`src/rtl/lsu_defs.sv`:
```
// Shared definitions for the load/store RAM controller: FSM state encoding, access size codes
// and lane-select constants.
package lsu_defs;

  typedef enum logic [2:0] {
    StIdle  = 3'd0,
    StRd    = 3'd1,
    StRmwRd = 3'd2,
    StWr    = 3'd3,
    StResp  = 3'd4
  } lsu_state_e;

  localparam logic [1:0] SZ_BYTE = 2'b00;
  localparam logic [1:0] SZ_HALF = 2'b01;
  localparam logic [1:0] SZ_WORD = 2'b10;
  localparam logic [1:0] SZ_RSVD = 2'b11;

  localparam logic [1:0] LANE_B0 = 2'd0;
  localparam logic [1:0] LANE_B1 = 2'd1;
  localparam logic [1:0] LANE_B2 = 2'd2;
  localparam logic [1:0] LANE_B3 = 2'd3;
  localparam logic       HALF_LO = 1'b0;
  localparam logic       HALF_HI = 1'b1;

endpackage

```
`src/rtl/lsu_ram_ctrl_if.sv`:
```
// Core-side request/response bus of the load/store RAM controller.
interface lsu_ram_ctrl_if;
  logic        iLSU_REQ;
  logic        oLSU_READY;
  logic        iLSU_WE;
  logic [1:0]  iLSU_SIZE;
  logic        iLSU_UNSIGNED;
  logic [31:0] iLSU_ADDR;
  logic [31:0] iLSU_WDATA;
  logic        oLSU_VALID;
  logic [31:0] oLSU_RDATA;
  logic        oLSU_ERR;

  modport master (
    output iLSU_REQ, iLSU_WE, iLSU_SIZE, iLSU_UNSIGNED, iLSU_ADDR, iLSU_WDATA,
    input  oLSU_READY, oLSU_VALID, oLSU_RDATA, oLSU_ERR
  );

  modport slave (
    input  iLSU_REQ, iLSU_WE, iLSU_SIZE, iLSU_UNSIGNED, iLSU_ADDR, iLSU_WDATA,
    output oLSU_READY, oLSU_VALID, oLSU_RDATA, oLSU_ERR
  );
endinterface

```
`src/rtl/lsu_lane_align.sv`:
```
// Little-endian lane handling: load extract/extend and sub-word store merge (combinational).
module lsu_lane_align
  import lsu_defs::*;
(
  input  logic [31:0] word_i,
  input  logic [31:0] wdata_i,
  input  logic [1:0]  offset_i,
  input  logic [1:0]  size_i,
  input  logic        unsigned_i,
  output logic [31:0] load_o,
  output logic [31:0] merge_o
);

  logic [7:0]  byte_sel;
  logic [15:0] half_sel;

  always_comb begin
    byte_sel = word_i[7:0];
    unique case (offset_i)
      LANE_B0: byte_sel = word_i[7:0];
      LANE_B1: byte_sel = word_i[15:8];
      LANE_B2: byte_sel = word_i[23:16];
      LANE_B3: byte_sel = word_i[31:24];
      default: byte_sel = word_i[7:0];
    endcase
    half_sel = (offset_i[1] == HALF_HI) ? word_i[31:16] : word_i[15:0];
  end

  always_comb begin
    load_o = word_i;
    unique case (size_i)
      SZ_BYTE: load_o = unsigned_i ? {24'h0, byte_sel} : {{24{byte_sel[7]}}, byte_sel};
      SZ_HALF: load_o = unsigned_i ? {16'h0, half_sel} : {{16{half_sel[15]}}, half_sel};
      default: load_o = word_i;
    endcase
  end

  always_comb begin
    merge_o = word_i;
    unique case (size_i)
      SZ_BYTE: begin
        unique case (offset_i)
          LANE_B0: merge_o[7:0]   = wdata_i[7:0];
          LANE_B1: merge_o[15:8]  = wdata_i[7:0];
          LANE_B2: merge_o[23:16] = wdata_i[7:0];
          LANE_B3: merge_o[31:24] = wdata_i[7:0];
          default: merge_o        = word_i;
        endcase
      end
      SZ_HALF: begin
        if (offset_i[1] == HALF_LO) merge_o[15:0]  = wdata_i[15:0];
        else                        merge_o[31:16] = wdata_i[15:0];
      end
      default: merge_o = wdata_i;
    endcase
  end

endmodule

```
`src/rtl/lsu_ram_ctrl.sv`:
```
// Load/store controller driving a single-cycle RAM: one access at a time, read-modify-write
// for sub-word stores, error completion for misaligned or out-of-window accesses.
module lsu_ram_ctrl
  import lsu_defs::*;
#(
  parameter logic [31:0] RAM_ORIGIN = 32'h100,
  parameter logic [31:0] RAM_LENGTH = 32'h08000
) (
  input  logic        iLSU_CLK,
  input  logic        iLSU_RST,
  lsu_ram_ctrl_if.slave lsu,
  output logic        oRAM_CE,
  output logic        oRAM_RD,
  output logic        oRAM_WR,
  output logic [31:0] oRAM_ADDR,
  output logic [31:0] oRAM_DATA,
  input  logic [31:0] iRAM_DATA
);

  // 33-bit window bounds so origin+length cannot wrap.
  localparam logic [32:0] OriginExt = {1'b0, RAM_ORIGIN};
  localparam logic [32:0] EndExt    = {1'b0, RAM_ORIGIN} + {1'b0, RAM_LENGTH};

  lsu_state_e  state_q, state_d;
  logic [31:0] addr_q, addr_d;
  logic [1:0]  size_q, size_d;
  logic        we_q, we_d;
  logic        uns_q, uns_d;
  logic [31:0] wdata_q, wdata_d;
  logic [31:0] rdata_q, rdata_d;
  logic        err_q, err_d;

  logic        acc_err;
  logic        misalign;
  logic [32:0] req_addr_ext;
  logic [31:0] load_word;
  logic [31:0] merge_word;

  lsu_lane_align u_lane_align (
    .word_i     (iRAM_DATA),
    .wdata_i    (wdata_q),
    .offset_i   (addr_q[1:0]),
    .size_i     (size_q),
    .unsigned_i (uns_q),
    .load_o     (load_word),
    .merge_o    (merge_word)
  );

  always_comb begin
    req_addr_ext = {1'b0, lsu.iLSU_ADDR};
    misalign     = 1'b0;
    unique case (lsu.iLSU_SIZE)
      SZ_BYTE: misalign = 1'b0;
      SZ_HALF: misalign = lsu.iLSU_ADDR[0];
      SZ_WORD: misalign = |lsu.iLSU_ADDR[1:0];
      SZ_RSVD: misalign = 1'b1;
      default: misalign = 1'b1;
    endcase
    acc_err = misalign || (req_addr_ext < OriginExt) || (req_addr_ext >= EndExt);
  end

  always_comb begin
    state_d = state_q;
    addr_d  = addr_q;
    size_d  = size_q;
    we_d    = we_q;
    uns_d   = uns_q;
    wdata_d = wdata_q;
    rdata_d = rdata_q;
    err_d   = err_q;
    unique case (state_q)
      StIdle: begin
        if (lsu.iLSU_REQ) begin
          addr_d  = lsu.iLSU_ADDR;
          size_d  = lsu.iLSU_SIZE;
          we_d    = lsu.iLSU_WE;
          uns_d   = lsu.iLSU_UNSIGNED;
          wdata_d = lsu.iLSU_WDATA;
          rdata_d = '0;
          err_d   = acc_err;
          if (acc_err)                        state_d = StResp;
          else if (!lsu.iLSU_WE)              state_d = StRd;
          else if (lsu.iLSU_SIZE == SZ_WORD)  state_d = StWr;
          else                                state_d = StRmwRd;
        end
      end
      StRd: begin
        rdata_d = load_word;
        state_d = StResp;
      end
      StRmwRd: begin
        wdata_d = merge_word;
        state_d = StWr;
      end
      StWr:    state_d = StResp;
      StResp:  state_d = StIdle;
      default: state_d = StIdle;
    endcase
  end

  always_ff @(posedge iLSU_CLK or negedge iLSU_RST) begin
    if (!iLSU_RST) begin
      state_q <= StIdle;
      addr_q  <= '0;
      size_q  <= SZ_BYTE;
      we_q    <= 1'b0;
      uns_q   <= 1'b0;
      wdata_q <= '0;
      rdata_q <= '0;
      err_q   <= 1'b0;
    end else begin
      state_q <= state_d;
      addr_q  <= addr_d;
      size_q  <= size_d;
      we_q    <= we_d;
      uns_q   <= uns_d;
      wdata_q <= wdata_d;
      rdata_q <= rdata_d;
      err_q   <= err_d;
    end
  end

  // Outputs decode straight from the state register so reset drops them asynchronously.
  always_comb begin
    lsu.oLSU_READY = (state_q == StIdle);
    lsu.oLSU_VALID = (state_q == StResp);
    lsu.oLSU_RDATA = rdata_q;
    lsu.oLSU_ERR   = err_q;
    oRAM_CE        = 1'b0;
    oRAM_RD        = 1'b0;
    oRAM_WR        = 1'b0;
    oRAM_ADDR      = '0;
    oRAM_DATA      = '0;
    unique case (state_q)
      StRd, StRmwRd: begin
        oRAM_CE   = 1'b1;
        oRAM_RD   = 1'b1;
        oRAM_ADDR = {addr_q[31:2], 2'b00};
      end
      StWr: begin
        oRAM_CE   = 1'b1;
        oRAM_WR   = 1'b1;
        oRAM_ADDR = {addr_q[31:2], 2'b00};
        oRAM_DATA = wdata_q;
      end
      default: ;
    endcase
  end

endmodule

```
`src/flat_wrapper.sv`:
```
// flat-port wrapper written by rule: the top's interface ports become plain ports
module lsu_ram_ctrl_flat import lsu_defs::*;
#(
  parameter logic [31:0] RAM_ORIGIN = 32'h100,
  parameter logic [31:0] RAM_LENGTH = 32'h08000
)
  (iLSU_CLK, iLSU_RST, oRAM_CE, oRAM_RD, oRAM_WR, oRAM_ADDR, oRAM_DATA, iRAM_DATA, lsu_iLSU_REQ, lsu_iLSU_WE, lsu_iLSU_SIZE, lsu_iLSU_UNSIGNED, lsu_iLSU_ADDR, lsu_iLSU_WDATA, lsu_oLSU_READY, lsu_oLSU_VALID, lsu_oLSU_RDATA, lsu_oLSU_ERR);
  lsu_ram_ctrl_if lsu_i ();
  input  logic iLSU_CLK;
  input  logic iLSU_RST;
  output logic oRAM_CE;
  output logic oRAM_RD;
  output logic oRAM_WR;
  output logic [31:0] oRAM_ADDR;
  output logic [31:0] oRAM_DATA;
  input  logic [31:0] iRAM_DATA;
  input wire logic [$bits(lsu_i.iLSU_REQ)-1:0] lsu_iLSU_REQ;
  input wire logic [$bits(lsu_i.iLSU_WE)-1:0] lsu_iLSU_WE;
  input wire logic [$bits(lsu_i.iLSU_SIZE)-1:0] lsu_iLSU_SIZE;
  input wire logic [$bits(lsu_i.iLSU_UNSIGNED)-1:0] lsu_iLSU_UNSIGNED;
  input wire logic [$bits(lsu_i.iLSU_ADDR)-1:0] lsu_iLSU_ADDR;
  input wire logic [$bits(lsu_i.iLSU_WDATA)-1:0] lsu_iLSU_WDATA;
  output wire logic [$bits(lsu_i.oLSU_READY)-1:0] lsu_oLSU_READY;
  output wire logic [$bits(lsu_i.oLSU_VALID)-1:0] lsu_oLSU_VALID;
  output wire logic [$bits(lsu_i.oLSU_RDATA)-1:0] lsu_oLSU_RDATA;
  output wire logic [$bits(lsu_i.oLSU_ERR)-1:0] lsu_oLSU_ERR;
  assign lsu_i.iLSU_REQ = lsu_iLSU_REQ;
  assign lsu_i.iLSU_WE = lsu_iLSU_WE;
  assign lsu_i.iLSU_SIZE = lsu_iLSU_SIZE;
  assign lsu_i.iLSU_UNSIGNED = lsu_iLSU_UNSIGNED;
  assign lsu_i.iLSU_ADDR = lsu_iLSU_ADDR;
  assign lsu_i.iLSU_WDATA = lsu_iLSU_WDATA;
  assign lsu_oLSU_READY = lsu_i.oLSU_READY;
  assign lsu_oLSU_VALID = lsu_i.oLSU_VALID;
  assign lsu_oLSU_RDATA = lsu_i.oLSU_RDATA;
  assign lsu_oLSU_ERR = lsu_i.oLSU_ERR;
  lsu_ram_ctrl #(.RAM_ORIGIN(RAM_ORIGIN), .RAM_LENGTH(RAM_LENGTH)) u_core (.iLSU_CLK(iLSU_CLK), .iLSU_RST(iLSU_RST), .lsu(lsu_i), .oRAM_CE(oRAM_CE), .oRAM_RD(oRAM_RD), .oRAM_WR(oRAM_WR), .oRAM_ADDR(oRAM_ADDR), .oRAM_DATA(oRAM_DATA), .iRAM_DATA(iRAM_DATA));
endmodule
```
`config.mk`:
```
export PLATFORM = sky130hd
export DESIGN_NAME = lsu_ram_ctrl_flat
export DESIGN_NICKNAME = d
export VERILOG_FILES = /design/src/rtl/lsu_defs.sv /design/src/rtl/lsu_ram_ctrl_if.sv /design/src/rtl/lsu_lane_align.sv /design/src/rtl/lsu_ram_ctrl.sv /design/src/flat_wrapper.sv
export SDC_FILE = /design/constraint.sdc
export NUM_CORES = 1
export LEC_CHECK = 0
export CORE_MARGIN = 2
export CORE_UTILIZATION = 35
export CTS_BUF_LIST = sky130_fd_sc_hd__clkbuf_8
export DETAILED_ROUTE_END_ITERATION = 7
export GPL_ROUTABILITY_DRIVEN = 0
export GPL_TIMING_DRIVEN = 0
export PLACE_DENSITY = 0.61
export RECOVER_POWER = 100
export SLEW_MARGIN = 20
export SYNTH_ARGS = -nofsm -noshare
export SYNTH_HDL_FRONTEND = slang
export SYNTH_SLANG_ARGS = --single-unit
```
`constraint.sdc`:
```
create_clock -name iLSU_CLK -period 4.6 [get_ports iLSU_CLK]
set_input_delay 0.46 -clock iLSU_CLK [delete_from_list [all_inputs] [get_ports iLSU_CLK]]
set_output_delay 0.46 -clock iLSU_CLK [all_outputs]
set_load 0.02 [all_outputs]
```
# --- After elaboration in Yosys (flattened, before gate mapping) ---
# Cells that the tools add are included.
word_totals:
  mem_bits_rw: 0
  n_memories: 0
  ff_bits: 103
  latchBits: 0
  inputBits: 103
  elab_cells: 70
  rom_bits: 0
classes:
  div_mod_pow: 0
  muxes: 27
  multipliers: 0
  n_shift: 0
  n_addsub: 0
  n_eq_ne: 15
  order_cmp: 2
  reduce_logical: 17
  bitwise: 0
op_table:
  columns: ["operator", "count"]
  rows:
  - ["32-bit case mux with 2 select lines", 4]
  - ["32-bit two-way mux", 6]
  - ["16-bit two-way mux", 3]
  - ["32-bit by 16-bit greater-or-equal comparator with 1-bit output, second input constant", 1]
  - ["32-bit by 9-bit < comparator with 1-bit output, second input constant", 1]
  - ["8-bit two-way mux", 4]
  - ["8-bit case mux with 4 select lines", 1]
  - ["3-bit two-way mux", 3]
  - ["3-bit case mux with 3 select lines", 1]
  - ["2-bit equality test, second input constant", 4]
  - ["2-bit by 1-bit equality test with 1-bit output, second input constant", 3]
  - ["3-bit by 2-bit equality test with 1-bit output, second input constant", 2]
  - ["2-bit zero test", 3]
  - ["3-bit != test, second input constant", 2]
  - ["2-bit OR reduction", 3]
  - ["5-bit AND reduction", 1]
  - ["1-bit two-way mux", 4]
  - ["1-bit case mux with 4 select lines", 1]
  - ["2-bit AND reduction", 2]
  - ["4-bit AND reduction", 1]
  - ["2-bit nonzero test", 2]
  - ["3-bit by 1-bit equality test with 1-bit output, second input constant", 1]
  - ["3-bit equality test, second input constant", 1]
  - ["3-bit zero test", 1]
  - ["other kinds (5)", 6]

# --- Longest topological paths before layout ---
# Gate-level depths: netlist of run 1.
logic_depth:
  word_depth: 7
  mapped_depth: 8
  depth_no_buf: 4

# --- Cells and area by module ---
# Synthesis of run 1 repeated with hierarchy kept, for this count alone.
unflattened:
  hier_cells: 730
  area_unflattened_um2: 6306.0
by_module_without_submodules:
  columns: ["module", "instances", "area_each_um2", "cells_each"]
  rows:
  - ["lsu_ram_ctrl", 1, 4628.2, 506]
  - ["lsu_lane_align", 1, 1677.9, 224]

# --- Worst setup path after synthesis of run 1 ---
# No wires, ideal clock.
synth_timing:
  path_kind: "reg2out"
  startpoint: "register u_core.state_q[2]"
  endpoint: "output oRAM_RD"
  slack_ns: 2.631
  required_ns: 4.140
  stages_incl_launch_ff: 7
  path_buffers: 4
  arrival_ns: 1.509
  cell_sequence: "dfrtp_1 > buf_6 > or3b_1 > buf_2 > buf_2 > buf_2 > nand2_1"
synth_between:
  elab_chain_cells: 3
  elab_cells_between_ends: 4
  classes_between: "2 x eq/ne; 1 x mux; 1 x reduce/logical"
synth_rtl:
  columns: ["item", "line", "source"]
  rows:
  - ["start, declared", "lsu_ram_ctrl.sv:24", "lsu_state_e state_q, state_d;"]
  - ["start signal, assigned", "lsu_ram_ctrl.sv:103", "state_q <= StIdle;"]
  - ["start signal, assigned", "lsu_ram_ctrl.sv:112", "state_q <= state_d;"]
  - ["3-bit by 1-bit equality test with 1-bit output / 3-bit by 2-bit equality test with 1-bit output (equally long branches)", "lsu_ram_ctrl.sv:134", "unique case (state_q)"]
  - ["2-bit OR reduction (*)", null, null]
  - ["1-bit two-way mux (*)", "lsu_ram_ctrl.sv:134", null]
  - ["end, declared", "flat_wrapper.sv:12", "output logic oRAM_RD;"]
# Mark *: on every way between the ends. The rest lies on a longest branch, timed or not.

# --- Worst setup path after layout of run 1 ---
layout_timing:
  startpoint: "register u_core.state_q[1]"
  endpoint: "output oRAM_RD"
# Same word-level chain as after synthesis.

==> results by group, run 1 <==
Run status
  • Status: finished, violations left
  • Failing checks: capacitance limit, slew limit

Clocking
  • CTS tree: built
  • Deepest clock path buffer count: 2
  • Cts bufs inserted: 9
  • Clk root buf: clkbuf_8
  • CTS Hold Buffers Added: 1
  • Clock Sinks: 103
  • Worst-path clk slew: 100 ps
  • Post-CTS sizing: 0
  • Depth of the CTS H-tree: 3
  • Postcts setup bufs: 0
  • Clock latency on the worst-skew pair: about 380 ps

Floorplanning
  • Rows: 46
  • Top-level port count: 205
  • Die area: between 15000 and 20000 µm²
  • Core area: roughly 16000 µm²
  • Initial core utilization: 0.358
  • Die Ht: ~130 µm
  • Die X: 132 µm

Logic synthesis
  • Synth Area in XOR/XNOR: 0
  • Sequential cell area fraction in the yosys report: 0.453
  • Portion of netlist area occupied by mux cells: 0.113
  • Most common cell in the synthesized netlist: nand2_1
  • Synth cell types: 48
  • Compound-Gate Fraction of Synth Area: 0.154
  • Top-area cell type share of the netlist area: 0.453
  • Avg Synthesized Cell Area: 9.21 µm²
  • Synthesis Warnings: 0
  • Largest family of logic cells by synthesized area: simple AND/OR/NAND/NOR gates
  • Cells after Synth: 618
  • Top cells by count, synth: nand2_1 (139), dfrtp_1 (103), and2_1 (55)
  • Main area contributors after synthesis: dfrtp_1 (45%), nand2_1 (9.2%), mux2i_1 (6.5%)
  • Post-Synth Adder-Cell Area: 0
  • Area leader, netlist: dfrtp_1
  • Area share of and/or/nand/nor cells after synthesis: 0.235
  • Ys async rst share: 1.00
  • EDFF count, synth: 0
  • #FFs+latches synth: about 100
  • Cell Area, Synth: 5690 µm²
  • Top flip-flop cell by instance count after synthesis: dfrtp_1

Setup path
  • Most frequent CP cell: clkbuf_1
  • Critical-path cell list: clkbuf_1 -> or3b_1 -> clkbuf_1 -> clkbuf_1 -> clkbuf_1 -> nand2_1 -> clkdlybuf4s50_1
  • Worst-path maximum fanout: 10
  • Required time of the critical path: about 4100 ps
  • WP data arrival: about 3200 ps
  • Critical path type: flop to output pin
  • Crit path launch type: flop
  • Slowest CP cell: clkdlybuf4s50_1
  • Critical Path Sink Type: output pin
  • Largest stage delay on the critical path: 560 ps

Detailed routing
  • DR iter-0 viols: 360
  • Vias per cell: 5.19
  • Routed WL: ~20 mm
  • Routed Antenna Nets: 0
  • Via count: 5468
  • DRC viols: 0
  • DR pass1 iterations: 5
  • Wire per inst: 18.9 µm

Global route
  • GRT Util Overall: 0.231
  • Antenna violations before repair: 0
  • Global route overflow: 0
  • First-pass GRT wire length: 31.6 mm
  • Vias in the first global route: about 5600
  • Largest net degree at the start of global routing: 62

STA
  • Fin crit share: 0.787
  • Setup_tns: 0 ps
  • Clock Skews: 8.13 ps
  • Final Hold Fails: 0
  • Final setup viols: 0
  • Fmax: 276 MHz
  • Slew @ Worst Pin: 2520 ps
  • Pins over their slew limit: 43
  • Slew headroom: -0.679
  • Fin crit period: 3620 ps
  • RSZ-0062 raised after global routing: no

Final layout
  • Register area: 2580 µm²
  • Fill cells: 1501
  • N_diodes: 0
  • Share of cells above drive strength 1: 0.0824
  • Final net count: 937
  • Syn-to-layout area delta: 43.5%
  • Area of the multi-input gates: 2830 µm²

Power
  • Tot Pwr: approximately 2.1 mW
  • Maximum vdd ir drop: 0.000130 V
  • PwrDens: 262 nW/µm²
  • Leakage power: 3.90 nW

Placement
  • PortBufs: 202
  • Detailed placement HPWL: 15.5 mm

Run
  • Max_cap viols: 1

Min path
  • Worst Hold Class: flop to flop
==> final cells by class <==
cell class / instances / area share
multi-input combinational: 459 / 0.346
sequential: 103 / 0.316
timing repair buffer: 204 / 0.251
tap: 216 / 0.0331
buffer: 44 / 0.0234
clock buffer: 9 / 0.0152
clock inverter: 5 / 0.00934
inverter: 13 / 0.00597
==> placed cells by master, fill, tap and decap left out, types with 7 or more instances in the layout <==
cell type	count
nor3_1	12
inv_1	13
nor2_1	27
a22oi_1	7
o21ai_0	34
clkbuf_1	34
a221oi_1	9
dfrtp_1	103
dlygate4sd3_1	102
nand2b_1	12
a211oi_1	14
clkdlybuf4s50_1	100
a221o_2	14
clkbuf_8	9
o211ai_1	9
mux2_2	22
and2_1	54
a21oi_1	10
nand3_1	13
nand2_1	139
mux2i_1	37
==> metal layers <==
layer  wire [µm]  global-route usage
met5           0                   0
met4         465              0.0809
met3        1320              0.0552
met2        9140               0.364
met1        9030               0.311
==> critical path: cells and delay by family (launching register included) <==
kind	cells	cell delay (ps)
flops	1	380
buf+inv	5	2110
simple gates	2	300
==> metrics by stage <==
stage | std cells | utilization | worst slack (ps) | instance area, µm² | hold WS [ps]
CTS | 1053 | 0.518 | 1440 | 8230 | 479
detailed placement | 1038 | 0.505 | 1880 | 8020 | 411
global route | 1053 | 0.514 | 695 | 8170 | 498
finish | 1053 | 0.514 | 980 | 8170 | 475
floorplan | 619 | - | 2630 | 5700 | 164
global placement | 1037 | 0.503 | -981 | 7990 | 451
==> cell families after synthesis <==
logic type / after synthesis
AND/OR/NAND/NOR: 279
AO/OA/AOI/OAI: 118
flip-flops: 103
multiplexers: 60
buffers and inverters: 57
other: 1
==> sequential cells by signal (all words and copies together), names as in the netlist <==
| signal | count |
|---|---|
| u_core.addr_q | 32 |
| u_core.state_q | 3 |
| u_core.uns_q | 1 |
| u_core.lsu.oLSU_ERR | 1 |
| u_core.size_q | 2 |
| u_core.lsu.oLSU_RDATA | 32 |
| u_core.wdata_q | 32 |
==> report_power, final <==
group	internal, mW	switching (mW)
logic	0.218	0.266
clock network	0.298	0.318
registers	0.985	0.0516
total	1.50	0.635
==> final timing paths <==
path | endpoint | start | slack, ps | cells after the start
max in group asynchronous | u_core.lsu.oLSU_RDATA[28] | iLSU_RST | 1770 | 2
max reg2reg | u_core.lsu.oLSU_RDATA[24] | u_core.state_q[1] | 1620 | 6
min | u_core.addr_q[2] | u_core.addr_q[2] | 470 | 2
min in group asynchronous | u_core.wdata_q[16] | iLSU_RST | 1390 | 2
min reg2reg | u_core.addr_q[2] | u_core.addr_q[2] | 470 | 2
max | oRAM_RD | u_core.state_q[1] | 980 | 7
No activity file was read; power rests on OpenSTA's default activity.
==> run 2, diff against run 1 <==
==> constraint.sdc (replaced) <==
create_clock -name iLSU_CLK -period 3.75 [get_ports iLSU_CLK]
set_input_delay 0.375 -clock iLSU_CLK [delete_from_list [all_inputs] [get_ports iLSU_CLK]]
set_output_delay 0.375 -clock iLSU_CLK [all_outputs]
set_load 0.02 [all_outputs]
==> results by group, run 2 (same netlist as run 1, synthesis figures left out) <==
Run status
  • Status: finished, violations left
  • Failing checks: capacitance limit, slew limit

Setup path
  • CP startpoint: u_core.state_q[1]
  • Critical path type: flop to output pin
  • Worst flop-to-flop path startpoint: u_core.state_q[1]
  • Critical Path Sink Type: output pin
  • FF-to-FF End: u_core.lsu.oLSU_RDATA[24]
  • Crit path launch type: flop
  • Critical Path End: oRAM_RD
  • WP data arrival: roughly 2900 ps
  • R2R Setup Slk: 820 ps
  • Required time of the critical path: ~3400 ps
  • Worst-path maximum fanout: 10
  • Worst Reg-to-Reg Cells: 6

Detailed routing
  • Routed Antenna Nets: 0
  • DRC viols: 0
  • Wire per inst: about 19 µm
  • DR iter-0 viols: 352
  • Routed WL: ~20 mm
  • DR pass1 iterations: 5
  • Via count: 5500
  • Vias per cell: 5.22

Clocking
  • Clock latency on the worst-skew pair: 380 ps
  • Depth of the CTS H-tree: 3
  • Cts bufs inserted: 9
  • Postcts setup bufs: 0
  • Clock Sinks: 103
  • Deepest clock path buffer count: 2
  • CTS tree: built
  • Clk root buf: clkbuf_8
  • Worst-path clk slew: roughly 100 ps
  • Post-CTS sizing: 0

Min path
  • Worst Hold Class: flop to flop
  • Hold depth: 2

Floorplanning
  • Rows: 46
  • Core area: 15900 µm²
  • Top-level port count: just over 200
  • Die area: 17300 µm²
  • Die X: 132 µm
  • Die Ht: 132 µm
  • Initial core utilization: 0.358

STA
  • Fin crit period: 3230 ps
  • Slew headroom: -0.682
  • Final setup viols: 0
  • Fmax: between 300 and 400 MHz
  • RSZ-0062 raised after global routing: no
  • Fin crit share: 0.862
  • WHS: around 470 ps
  • Clock Skews: 7.25 ps
  • Setup_tns: 0 ps
  • Pins over their slew limit: 43
  • Slew @ Worst Pin: 2520 ps
  • Final Hold Fails: 0

Placement
  • Detailed placement HPWL: 15.5 mm
  • PortBufs: 202
  • Placed cell areas: 8020 µm²

Final layout
  • Final net count: 937
  • N_diodes: 0
  • Most frequent cells in the layout: nand2_1 (139), dfrtp_1 (103), dlygate4sd3_1 (101), clkdlybuf4s50_1 (101), and2_1 (54)
  • Syn-to-layout area delta: 43.6%
  • Final Util: 0.515
  • Share of cells above drive strength 1: 0.0860
  • Fin area: between 8000 and 9000 µm²
  • Commonest non-fill, non-tap cell in the layout: nand2_1

Global route
  • GRT Util Overall: 0.231
  • Vias in the first global route: 5550
  • Largest net degree at the start of global routing: between 60 and 70
  • Antenna violations before repair: 0
  • Global route overflow: 0
  • First-pass GRT wire length: 31.6 mm

Power
  • Maximum vdd ir drop: 0.000160 V
  • Leakage power: about 3.9 nW
  • PwrDens: 321 nW/µm²

Run
  • Max_cap viols: 1
[run 2: cell types whose count changed in the layout (fill, tap and decap cells not counted)]
cell and change:
dlygate4sd3_1 -1, o31ai_2 +1, o31ai_1 -1, buf_4 +1, buf_2 +1, clkdlybuf4s50_1 +1
clkbuf_1 -2
[run 2: stage by stage]
stage | total power [mW] | setup slack [ps] | std cells
3_3_place_gp | 1.87 | -1750 | 1037
3_5_place_dp | 1.89 | 1120 | 1038
5_1_grt | 2.75 | 269 | 1053
4_1_cts | 2.65 | 672 | 1053
2_1_floorplan | 1.61 | 1870 | 619
6_report | 2.62 | 519 | 1053
[run 2: critical path, stage by stage, from the launching register on]
cell             delay (ps)
dfrtp_1                 380
buf_4                   160
or3b_1                  150
buf_2                   240
clkbuf_1                420
clkbuf_1                480
nand2_1                  90
clkdlybuf4s50_1         560
[run 2: worst min-delay path by stage]
stage / end / slack, ps / startpoint
2_1_floorplan: u_core.addr_q[0] / 80 / iLSU_RST
3_5_place_dp: u_core.wdata_q[20] / 330 / iLSU_RST
3_3_place_gp: u_core.addr_q[21] / 450 / u_core.addr_q[21]
4_1_cts: u_core.wdata_q[20] / 480 / iLSU_RST
5_1_grt: u_core.addr_q[11] / 500 / u_core.addr_q[11]
6_report: u_core.addr_q[2] / 470 / u_core.addr_q[2]
[run 2: power by group]
group / internal [mW] / leakage [nW] / switching [mW]
Combinational: 0.268 / 2.50 / 0.326
Clock: 0.366 / 0.102 / 0.390
Sequential: 1.21 / 1.30 / 0.0634
Total: 1.84 / 3.90 / 0.780
[run 2: layer usage]
layer / part of all wire / global-route usage
met1: 0.45 / 0.311
met2: 0.46 / 0.364
met3: 0.071 / 0.0552
met4: 0.024 / 0.0809
met5: 0 / 0
[run 2: timing repair]
action	CTS	global route
hold buffers	1	0
endpoints found under the hold margin	42	0
setup endpoints to repair	0	0
[run 2: layout make-up]
| class | count | area, µm² |
|---|---|---|
| flip-flops and latches | 103 | 2580 |
| inverters | 13 | 48.8 |
| multi-input cells | 459 | 2830 |
| clock inverters | 5 | 76.3 |
| repair buffers | 204 | 2050 |
| clock buffers | 9 | 124 |
| fillers | 1497 | 7710 |
| plain buffers | 44 | 196 |
| well taps | 216 | 270 |
==> run 3, diff against run 2 <==
--- a/config.mk
+++ b/config.mk
@@ -5,6 +5,7 @@
 export SDC_FILE = /design/constraint.sdc
 export NUM_CORES = 1
 export LEC_CHECK = 0
+export CAP_MARGIN = 20
 export CORE_MARGIN = 2
 export CORE_UTILIZATION = 35
 export CTS_BUF_LIST = sky130_fd_sc_hd__clkbuf_8
==> results of run 3 <==
No change in the layout: final DEF, timing and power equal those of run 2.
